<file path="src/rtl/sprite_blit_arbiter.sv">
// Round-robin sprite-ROM blit arbiter: four requesters share one fixed-latency ROM port.
// Optional build macro SPRITE_BLIT_TRANSPARENT_EN suppresses pixels equal to TRANSPARENT_KEY.
module sprite_blit_arbiter #(
  parameter int unsigned ROM_STRIDE      = 1024,
  parameter int unsigned ROM_LAT         = 2,
  parameter logic [15:0] TRANSPARENT_KEY = 16'hF81F
) (
  input  logic        clk,
  input  logic        rst_n,
  input  logic [3:0]  req,
  input  logic [47:0] req_x,
  input  logic [47:0] req_y,
  input  logic [47:0] req_w,
  input  logic [47:0] req_h,
  output logic [3:0]  grant,
  output logic        busy,
  output logic        rom_en,
  output logic [23:0] rom_addr,
  input  logic [15:0] rom_data,
  output logic        pix_valid,
  output logic [15:0] pix_data,
  output logic [11:0] pix_col,
  output logic [11:0] pix_row,
  output logic [3:0]  done
);

  typedef enum logic [1:0] {IDLE, STREAM, DRAIN, DONE} state_t;

  state_t      r_state, w_next;
  logic [1:0]  r_last, r_owner, w_win, w_idx;
  logic        w_any;
  logic [5:0]  w_base;
  logic [11:0] r_x0, r_y0, r_w, r_h, r_col, r_row;
  logic        r_zero;
  logic [2:0]  r_drain;
  logic        w_row_end, w_last_px;
  logic [12:0] w_row_abs, w_col_abs;

  logic        r_pv [ROM_LAT];
  logic [11:0] r_pc [ROM_LAT];
  logic [11:0] r_pr [ROM_LAT];
  logic        w_pv_raw, w_keep;

  // Rotating priority: search begins just after the last completed owner.
  always_comb begin
    w_any = 1'b0;
    w_win = '0;
    w_idx = '0;
    for (int unsigned k = 0; k < 4; k++) begin
      w_idx = r_last + 2'd1 + 2'(k);
      if (!w_any && req[w_idx]) begin
        w_any = 1'b1;
        w_win = w_idx;
      end
    end
  end

  assign w_base    = 6'(w_win) * 6'd12;
  assign w_row_end = (r_col == r_w - 12'd1);
  assign w_last_px = w_row_end && (r_row == r_h - 12'd1);
  assign w_row_abs = {1'b0, r_y0} + {1'b0, r_row};
  assign w_col_abs = {1'b0, r_x0} + {1'b0, r_col};

  always_ff @(posedge clk) begin
    if (!rst_n) r_state <= IDLE;
    else        r_state <= w_next;
  end

  always_comb begin
    w_next = r_state;
    case (r_state)
      IDLE:    if (w_any) w_next = STREAM;
      STREAM:  if (r_zero) w_next = DONE;
               else if (w_last_px) w_next = DRAIN;
      DRAIN:   if (r_drain == 3'(ROM_LAT - 1)) w_next = DONE;
      DONE:    w_next = IDLE;
      default: w_next = IDLE;
    endcase
  end

  always_comb begin
    rom_en   = (r_state == STREAM) && !r_zero;
    rom_addr = '0;
    if (rom_en)
      rom_addr = 24'(w_row_abs) * 24'(ROM_STRIDE) + 24'(w_col_abs);
    busy  = (r_state != IDLE);
    grant = ((r_state == STREAM) || (r_state == DRAIN)) ? (4'b0001 << r_owner) : '0;
    done  = (r_state == DONE) ? (4'b0001 << r_owner) : '0;
  end

  always_ff @(posedge clk) begin
    if (!rst_n) begin
      r_last  <= 2'd3;
      r_owner <= '0;
      r_x0    <= '0;
      r_y0    <= '0;
      r_w     <= '0;
      r_h     <= '0;
      r_col   <= '0;
      r_row   <= '0;
      r_zero  <= 1'b0;
      r_drain <= '0;
    end else begin
      case (r_state)
        IDLE: if (w_any) begin
          r_owner <= w_win;
          r_x0    <= req_x[w_base +: 12];
          r_y0    <= req_y[w_base +: 12];
          r_w     <= req_w[w_base +: 12];
          r_h     <= req_h[w_base +: 12];
          r_zero  <= (req_w[w_base +: 12] == '0) || (req_h[w_base +: 12] == '0);
          r_col   <= '0;
          r_row   <= '0;
          r_drain <= '0;
        end
        STREAM: if (!r_zero) begin
          if (w_row_end) begin
            r_col <= '0;
            r_row <= r_row + 12'd1;
          end else begin
            r_col <= r_col + 12'd1;
          end
        end
        DRAIN: r_drain <= r_drain + 3'd1;
        DONE: begin
          r_last <= r_owner;
          r_col  <= '0;
          r_row  <= '0;
        end
        default: ;
      endcase
    end
  end

  // Strobe and coordinates travel alongside the ROM so they line up with rom_data.
  always_ff @(posedge clk) begin
    if (!rst_n) begin
      for (int unsigned i = 0; i < ROM_LAT; i++) begin
        r_pv[i] <= 1'b0;
        r_pc[i] <= '0;
        r_pr[i] <= '0;
      end
    end else begin
      r_pv[0] <= rom_en;
      r_pc[0] <= r_col;
      r_pr[0] <= r_row;
      for (int unsigned i = 1; i < ROM_LAT; i++) begin
        r_pv[i] <= r_pv[i-1];
        r_pc[i] <= r_pc[i-1];
        r_pr[i] <= r_pr[i-1];
      end
    end
  end

  assign w_pv_raw = r_pv[ROM_LAT-1];

`ifdef SPRITE_BLIT_TRANSPARENT_EN
  assign w_keep = (rom_data != TRANSPARENT_KEY);
`else
  logic w_unused_key;
  assign w_unused_key = ^TRANSPARENT_KEY;
  assign w_keep       = 1'b1;
`endif

  assign pix_valid = w_pv_raw & w_keep;
  assign pix_data  = w_pv_raw ? rom_data : '0;
  assign pix_col   = r_pc[ROM_LAT-1];
  assign pix_row   = r_pr[ROM_LAT-1];

endmodule

</file>
<file path="config.mk">
export PLATFORM = sky130hd
export DESIGN_NAME = sprite_blit_arbiter
export DESIGN_NICKNAME = d
export VERILOG_FILES = /design/src/rtl/sprite_blit_arbiter.sv
export SDC_FILE = /design/constraint.sdc
export NUM_CORES = 1
export LEC_CHECK = 0
export CORE_ASPECT_RATIO = 1.4
export CORE_MARGIN = 2
export CORE_UTILIZATION = 25
export CTS_CLUSTER_SIZE = 28
export DETAILED_ROUTE_END_ITERATION = 7
export PLACE_DENSITY = 0.6
export SLEW_MARGIN = 20
export SYNTH_ARGS = -nofsm -noshare
export SYNTH_HDL_FRONTEND = slang
export SYNTH_SLANG_ARGS = --single-unit
</file>
<file path="constraint.sdc">
create_clock -name clk -period 4.3 [get_ports clk]
set_clock_uncertainty 0.2 [all_clocks]
set_input_delay 1.29 -clock clk [delete_from_list [all_inputs] [get_ports clk]]
set_output_delay 1.29 -clock clk [all_outputs]
set_load 0.02 [all_outputs]
</file>
==> results of run 1 <==
-- path summary, 6_finish.rpt --
| kind | slack (ps) | from | cells after the start | end |
|---|---|---|---|---|
| max | -470 | r_y0[0] | 11 | rom_addr[17] |
| min | 230 | r_pr[0][0] | 1 | r_pr[0][12] |
| max reg2reg | 850 | r_w[0] | 10 | r_row[7] |
| min reg2reg | 230 | r_pr[0][0] | 1 | r_pr[0][12] |
-- through the flow --
step	area [um^2]	hold WS (ps)	utilization, %
final	13610	229.7	39.26
after global routing	13610	238.4	39.26
after CTS	13540	230.9	39.06
after detailed placement	12740	216.9	36.75
after global placement	12740	220.2	36.75
after floorplan	8805	211.9	-
-- cell families after synthesis --
logic type | Yosys count | synth area share (%)
AND/OR/NAND/NOR | 502 | 28.82
AO/OA/AOI/OAI | 261 | 20.15
flip-flops | 132 | 30.28
buffers and inverters | 109 | 5.822
XOR/XNOR | 66 | 6.625
adder cells (fa/ha/maj) | 49 | 7.370
multiplexers | 8 | 0.9321
-- registers in the layout (all words and copies together) (netlist names) --
signal and count:
r_w 12, r_owner 2, r_state 2, r_drain 3, r_y0 12, r_pr 24, r_row 12, r_h 12
r_zero 1, r_x0 12, r_last 2, r_pv 2, r_col 12, r_pc 24
-- cell usage in the layout (no fill, tap or decap), types with 5 or more instances in the layout --
cell type	synthesis	routed
nor2_2	0	6
a31oi_1	34	34
nand3_1	16	14
buf_6	1	7
ha_4	0	7
nor3_1	15	15
mux2i_1	7	6
buf_4	24	119
a21o_1	12	12
nand2b_1	11	10
nor2_1	84	78
a211oi_1	51	51
nand2_1	176	175
xor2_1	32	32
nand4_1	16	16
a21oi_2	0	5
clkbuf_16	0	17
o21ai_0	13	12
a311oi_1	27	26
dfxtp_1	132	126
and3_1	8	8
a21oi_1	81	74
and2_1	124	123
dfxtp_2	0	6
or3_1	5	5
xnor2_1	34	32
buf_12	0	5
inv_1	21	20
nor4_1	14	13
ha_1	45	38
o21a_1	8	8
o31ai_1	6	5
clkdlybuf4s50_1	0	269
-- worst register-to-register path: stages (launching register included) --
cell and delay, ps:
dfxtp_1 370, inv_1 100, ha_1 200, or3b_2 520, nor4_1 190, o21a_1 150, o31ai_1 140, o41ai_4 540
nand3_2 270, or4_1 550, a21oi_1 160
-- routing by layer --
| layer | up-vias | global-route usage (%) |
|---|---|---|
| met5 | - | 0 |
| met4 | 0 | 5.966 |
| met3 | 41 | 2.668 |
| met2 | 325 | 30.24 |
| met1 | 4186 | 18.27 |
| li1 | 4621 | - |
-- timing repair --
action	in CTS	in global routing
pin swaps	33	19
gates resized for setup	115	8
cloned	0	0
setup buffers	2	3
setup endpoints to repair	18	16
-- area by class of cell --
| cell class | instances | share of cell area [%] |
|---|---|---|
| Antenna cell | 1 | 0.01839 |
| Clock buffer | 18 | 3.153 |
| Clock inverter | 14 | 1.480 |
| Inverter | 21 | 0.5792 |
| Multi-Input combinational cell | 886 | 43.34 |
| Sequential cell | 132 | 19.47 |
| Tap cell | 456 | 4.192 |
| Timing Repair Buffer | 402 | 27.76 |
-- report_power, final --
group          internal [mW]  switching [mW]
combinational           1.37            1.66
clock                  0.978           0.560
sequential              1.41           0.205
==> summary.txt, run 1 <==
vias in the first global route - 8947
final cycle utilization of the critical path - 110.8%
CTS Hold Bufs - 0
final number of setup-violating endpoints - 13
Critical Path RT - 2810 ps
met2 wire length - 15270 um
CORE AREA - 0.03466 mm^2
setup ws final - -466.1 ps
status - complete, but fails checks
RSZ-0062 raised after global routing - true
final net count - 1723
Leak - 5.443 nW
syn_area_per_cell - 7.743 um^2
count leader, synth - nand2_1
type of the worst min-delay path - flop to flop
full die area - 0.03644 mm^2
Synth area leader - dfxtp_1
EDFF count, synth - 0
Yosys cell types - 65
initial cell density of the core - 25.18%
GRT Overall Usage - 16.18%
crit-path max cell delay - 540 ps
Hold Vio Cnt, Final - 0
Seq. cell area - 0.002650 mm^2
Ys Warns - 0
Synth Cell Area - 0.008726 mm^2
Power Total - 6.181 mW
Syn-to-layout area delta - 55.96%
routability cong. - 0.8698
remaining antenna violation count - 0
final worst path period need - 4766 ps
sequential area share after synthesis - 30.28%
first-pass detailed-route iteration total - 5
routed wire length - 30360 um
CTS clock-pin slew for the worst setup and hold paths - 60 ps
Wirelength per Cell - 15.73 um
crit-path max FO - 5
initial drt markers - 334
GRT overflow - 0
max capacitance violation total - 0
Startpoint Class - flop
failing checks - setup timing
Worst EP arrival - 3280 ps
M1 WL - 12530 um
I/O pin total - 289
htree depth - 4
worst-path cell chain - ha_4 -> fa_1 -> fa_1 -> ha_4 -> a21o_1 -> a21oi_4 -> o31ai_4 -> nor3b_2 -> xor2_1 -> nor2_2 -> buf_6
worst-case clock buffer depth - 2
slowest CP cell - fa_1
power density over cell area - 454.2 mW/mm^2
CP Buf/Inv Count - 1
die width - 161.9 um
multi-input logic area - 0.005898 mm^2
fill count - 3622
Max Slew Vio Count - 0
most frequent cells after synthesis - 176 x nand2_1, 132 x dfxtp_1, 124 x and2_1
Area contributors post-synth - dfxtp_1 30%, and2_1 8.9%, nand2_1 7.6%
Slew HR - 50.99%
clock sink total - 132
via count - 9173
first-pass GRT wire length - 46710 um
metal3 WL - 1624 um
peak supply drop - 298.7 uV
Highest Signal Layer - met4
kind of critical path - flop to output pin
post-DP HPWL - 24540 um
CTS tree - yes
Synth async-reset ratio - 0%
drt drc - 0
worst skew pair latency - 420 ps
Yosys reg bits - 132
net count after synthesis - 1390
worst slew pin tran - 728.5 ps
num rows - 81
Worst setup EP type - output pin
Die H - 225.1 um
Syn Inst Count - 1127
initial antenna violation count - 1
root buffer cell - clkbuf_16
CP delay by family, top - adder cells
max frequency - 209.8 MHz
Inst Count DP - 1892
DP Worst Slack - -588.3 ps
Inserted Clock Buffers - 17
final non-filler cell total - 1930
PortBufs - 288
vias per cell - 4.753
Setup TNS - -4834 ps
ys flop type - dfxtp_1
layout cell share with drive strength beyond 1 - 15.27%
post-synth top area share - 30.28%
largest net degree at the start of global routing - 87
Power figures use the tool's default switching activity.
==> inputs of run 2 (changes only) <==
- CORE_MARGIN: 2 -> unset
- CORE_UTILIZATION: 25 -> 43
- PLACE_DENSITY: 0.6 -> 0.88
==> summary.txt, run 2 (synthesis results as in run 1) <==
RR Startpoint - r_w[0]
CTS tree - yes
Syn-to-layout area delta - 53.50%
WHS - 231.7 ps (+1.994 ps)
CTS Hold Bufs - 0 (unchanged)
final net count - 1740 (+0.99%)
GRT overflow - 0 (unchanged)
GRT Overall Usage - 27.35% (+11 points)
CP Launch Point - r_y0[0]
Clock Power Share - 23.3% (-1.6 points)
Inst Count DP - 1695 (-10%)
largest net degree at the start of global routing - 79 (-9.2%)
via count - 9589 (+4.5%)
max capacitance violation total - 0 (unchanged)
remaining antenna violation count - 0 (unchanged)
slowest CP cell - fa_2
vias in the first global route - 9191 (+2.7%)
final non-filler cell total - 1742 (-9.7%)
peak supply drop - 322.5 uV (+8.0%)
Hold Vio Cnt, Final - 0 (unchanged)
PortBufs - 288 (unchanged)
fin util - 67.50% (+28 points)
layout cell share with drive strength beyond 1 - 16.11% (+0.83 points)
final cycle utilization of the critical path - 111.7% (+0.90 points)
CP Buf/Inv Count - 1 (unchanged)
failing checks - setup timing
crit-path max FO - 5 (unchanged)
Int Power - 3.601 mW (-4.0%)
I/O pin total - 289 (unchanged)
power density over cell area - 454.4 mW/mm^2 (about the same)
max frequency - 208.1 MHz (-0.81%)
worst-case clock buffer depth - 2 (unchanged)
Die H - 170.6 um (-24%)
setup ws final - -505.0 ps (-38.89 ps)
root buffer cell - clkbuf_16
leading cell type in the layout, fill and taps excluded - clkdlybuf4s50_1
CORE AREA - 0.01984 mm^2 (-43%)
worst setup path end - rom_addr[17]
die width - 122.4 um (-24%)
num rows - 61 (-25%)
type of the worst min-delay path - flop to flop
first-pass GRT wire length - 44590 um (-4.6%)
R2R setup slack - 730 ps (-120 ps)
initial drt markers - 744 (+120%)
full die area - 0.02087 mm^2 (-43%)
final worst path period need - 4805 ps (+38.89 ps)
Power Total - 6.086 mW (-1.5%)
most frequent CP cell - ha_4
Inserted Clock Buffers - 17 (unchanged)
Critical Path RT - 2810 ps (about the same)
worst skew pair latency - 420 ps (about the same)
CP delay by family, top - adder cells
Slew HR - 51.09% (+0.10 points)
routability cong. - 0.9244 (+6.3%)
sw frac - 40.83% (+1.5 points)
Reg2Reg Depth - 10 (unchanged)
post-DP HPWL - 22370 um (-8.9%)
kind of critical path - flop to output pin
Worst EP arrival - 3310 ps (+30 ps)
RSZ-0062 raised after global routing - true
worst slew pin tran - 731.3 ps (+2.855 ps)
status - complete, but fails checks
initial cell density of the core - 43.97% (+19 points)
most frequent cells in the layout - 269 x clkdlybuf4s50_1, 175 x nand2_1, 133 x buf_4
DP Worst Slack - -633.3 ps (-44.97 ps)
Critical R2R Capture - r_row[7]
Top Registers - r_pc x24, r_pr x24
Leak - 5.537 nW (+1.7%)
Logic pwr share - 50.2% (+1.1 points)
htree depth - 4 (unchanged)
final number of setup-violating endpoints - 14 (+1)
CTS clock-pin slew for the worst setup and hold paths - 60 ps (about the same)
ant diodes - 0 (-1)
clock sink total - 132 (unchanged)
register share of total power - 26.5% (+0.4 points)
Startpoint Class - flop
initial antenna violation count - 0 (-1)
routed wire length - 29260 um (-3.6%)
worst-path cell chain - ha_4 -> fa_2 -> fa_1 -> ha_4 -> a21o_1 -> a21oi_4 -> o31ai_4 -> nor3b_2 -> xor2_1 -> nor2_2 -> buf_6
drt drc - 0 (unchanged)
Wirelength per Cell - 16.80 um (+6.8%)
Max Slew Vio Count - 0 (unchanged)
WP depth - 11 (unchanged)
Worst setup EP type - output pin
vias per cell - 5.505 (+16%)
Sw Pwr - 2.485 mW (+2.3%)
crit-path max cell delay - 530 ps (about the same)
first-pass detailed-route iteration total - 5 (unchanged)
-- run 2: stage by stage --
| stage | setup TNS (ps) | area (um^2) |
|---|---|---|
| 2_1_floorplan | 0 | 8805 |
| 3_3_place_gp | -5492 | 12520 |
| 3_5_place_dp | -6755 | 12520 |
| 4_1_cts | -5794 | 13260 |
| 5_1_grt | -6806 | 13390 |
| 6_report | -5672 | 13390 |
-- run 2: cell type report --
class                      instances  area, um^2
inverter                          21       78.83
fill                            1538        6450
multi-input combinational        886        5874
clock inverter                    14       138.9
clock buffer                      18       439.2
sequential                       132        2653
timing repair buffer             419        3895
tap                              252       315.3
-- run 2: worst reg2reg max path: stages (launching register included) --
cell,delay [ps]
dfxtp_1,380
inv_1,110
ha_1,210
nor3b_2,410
a21boi_0,230
nor3_1,240
o31ai_1,150
o41ai_4,560
nand3_2,270
or4_1,560
a21oi_1,170
-- run 2: power groups by stage --
stage               clock network (mW)  logic, mW  registers (mW)
detailed placement                   0       2.91            1.62
global route                      1.49       3.31            1.64
floorplan                            0       1.80            1.56
global placement                     0       2.84            1.61
CTS                               1.42       2.99            1.60
finish                            1.42       3.06            1.62
-- run 2: routing by layer --
| layer | wire length (um) | track usage (%) | part of all wire (%) |
|---|---|---|---|
| met5 | 0 | 0 | 0 |
| met4 | 1388 | 13.84 | 4.7 |
| met3 | 1759 | 4.467 | 6.0 |
| met2 | 15190 | 50.39 | 52 |
| met1 | 10920 | 29.58 | 37 |
-- run 2: repair_timing --
item | 4_1_cts | 5_1_grt
buffers inserted | 8 | 9
gates cloned | 0 | 0
setup endpoints to repair | 19 | 18
pin swaps | 36 | 30
resized for setup | 115 | 22
-- run 2: worst min path at each step --
stage,startpoint,end,slack [ps],depth (start not counted)
finish,r_pc[0][2],r_pc[0][14],230,1
global placement,r_pv[0][0],r_pv[0][1],220,1
global route,r_pc[0][2],r_pc[0][14],240,1
detailed placement,r_pc[0][2],r_pc[0][14],220,1
CTS,r_pr[0][0],r_pr[0][12],230,1
floorplan,r_pc[0][0],r_pc[0][12],210,1
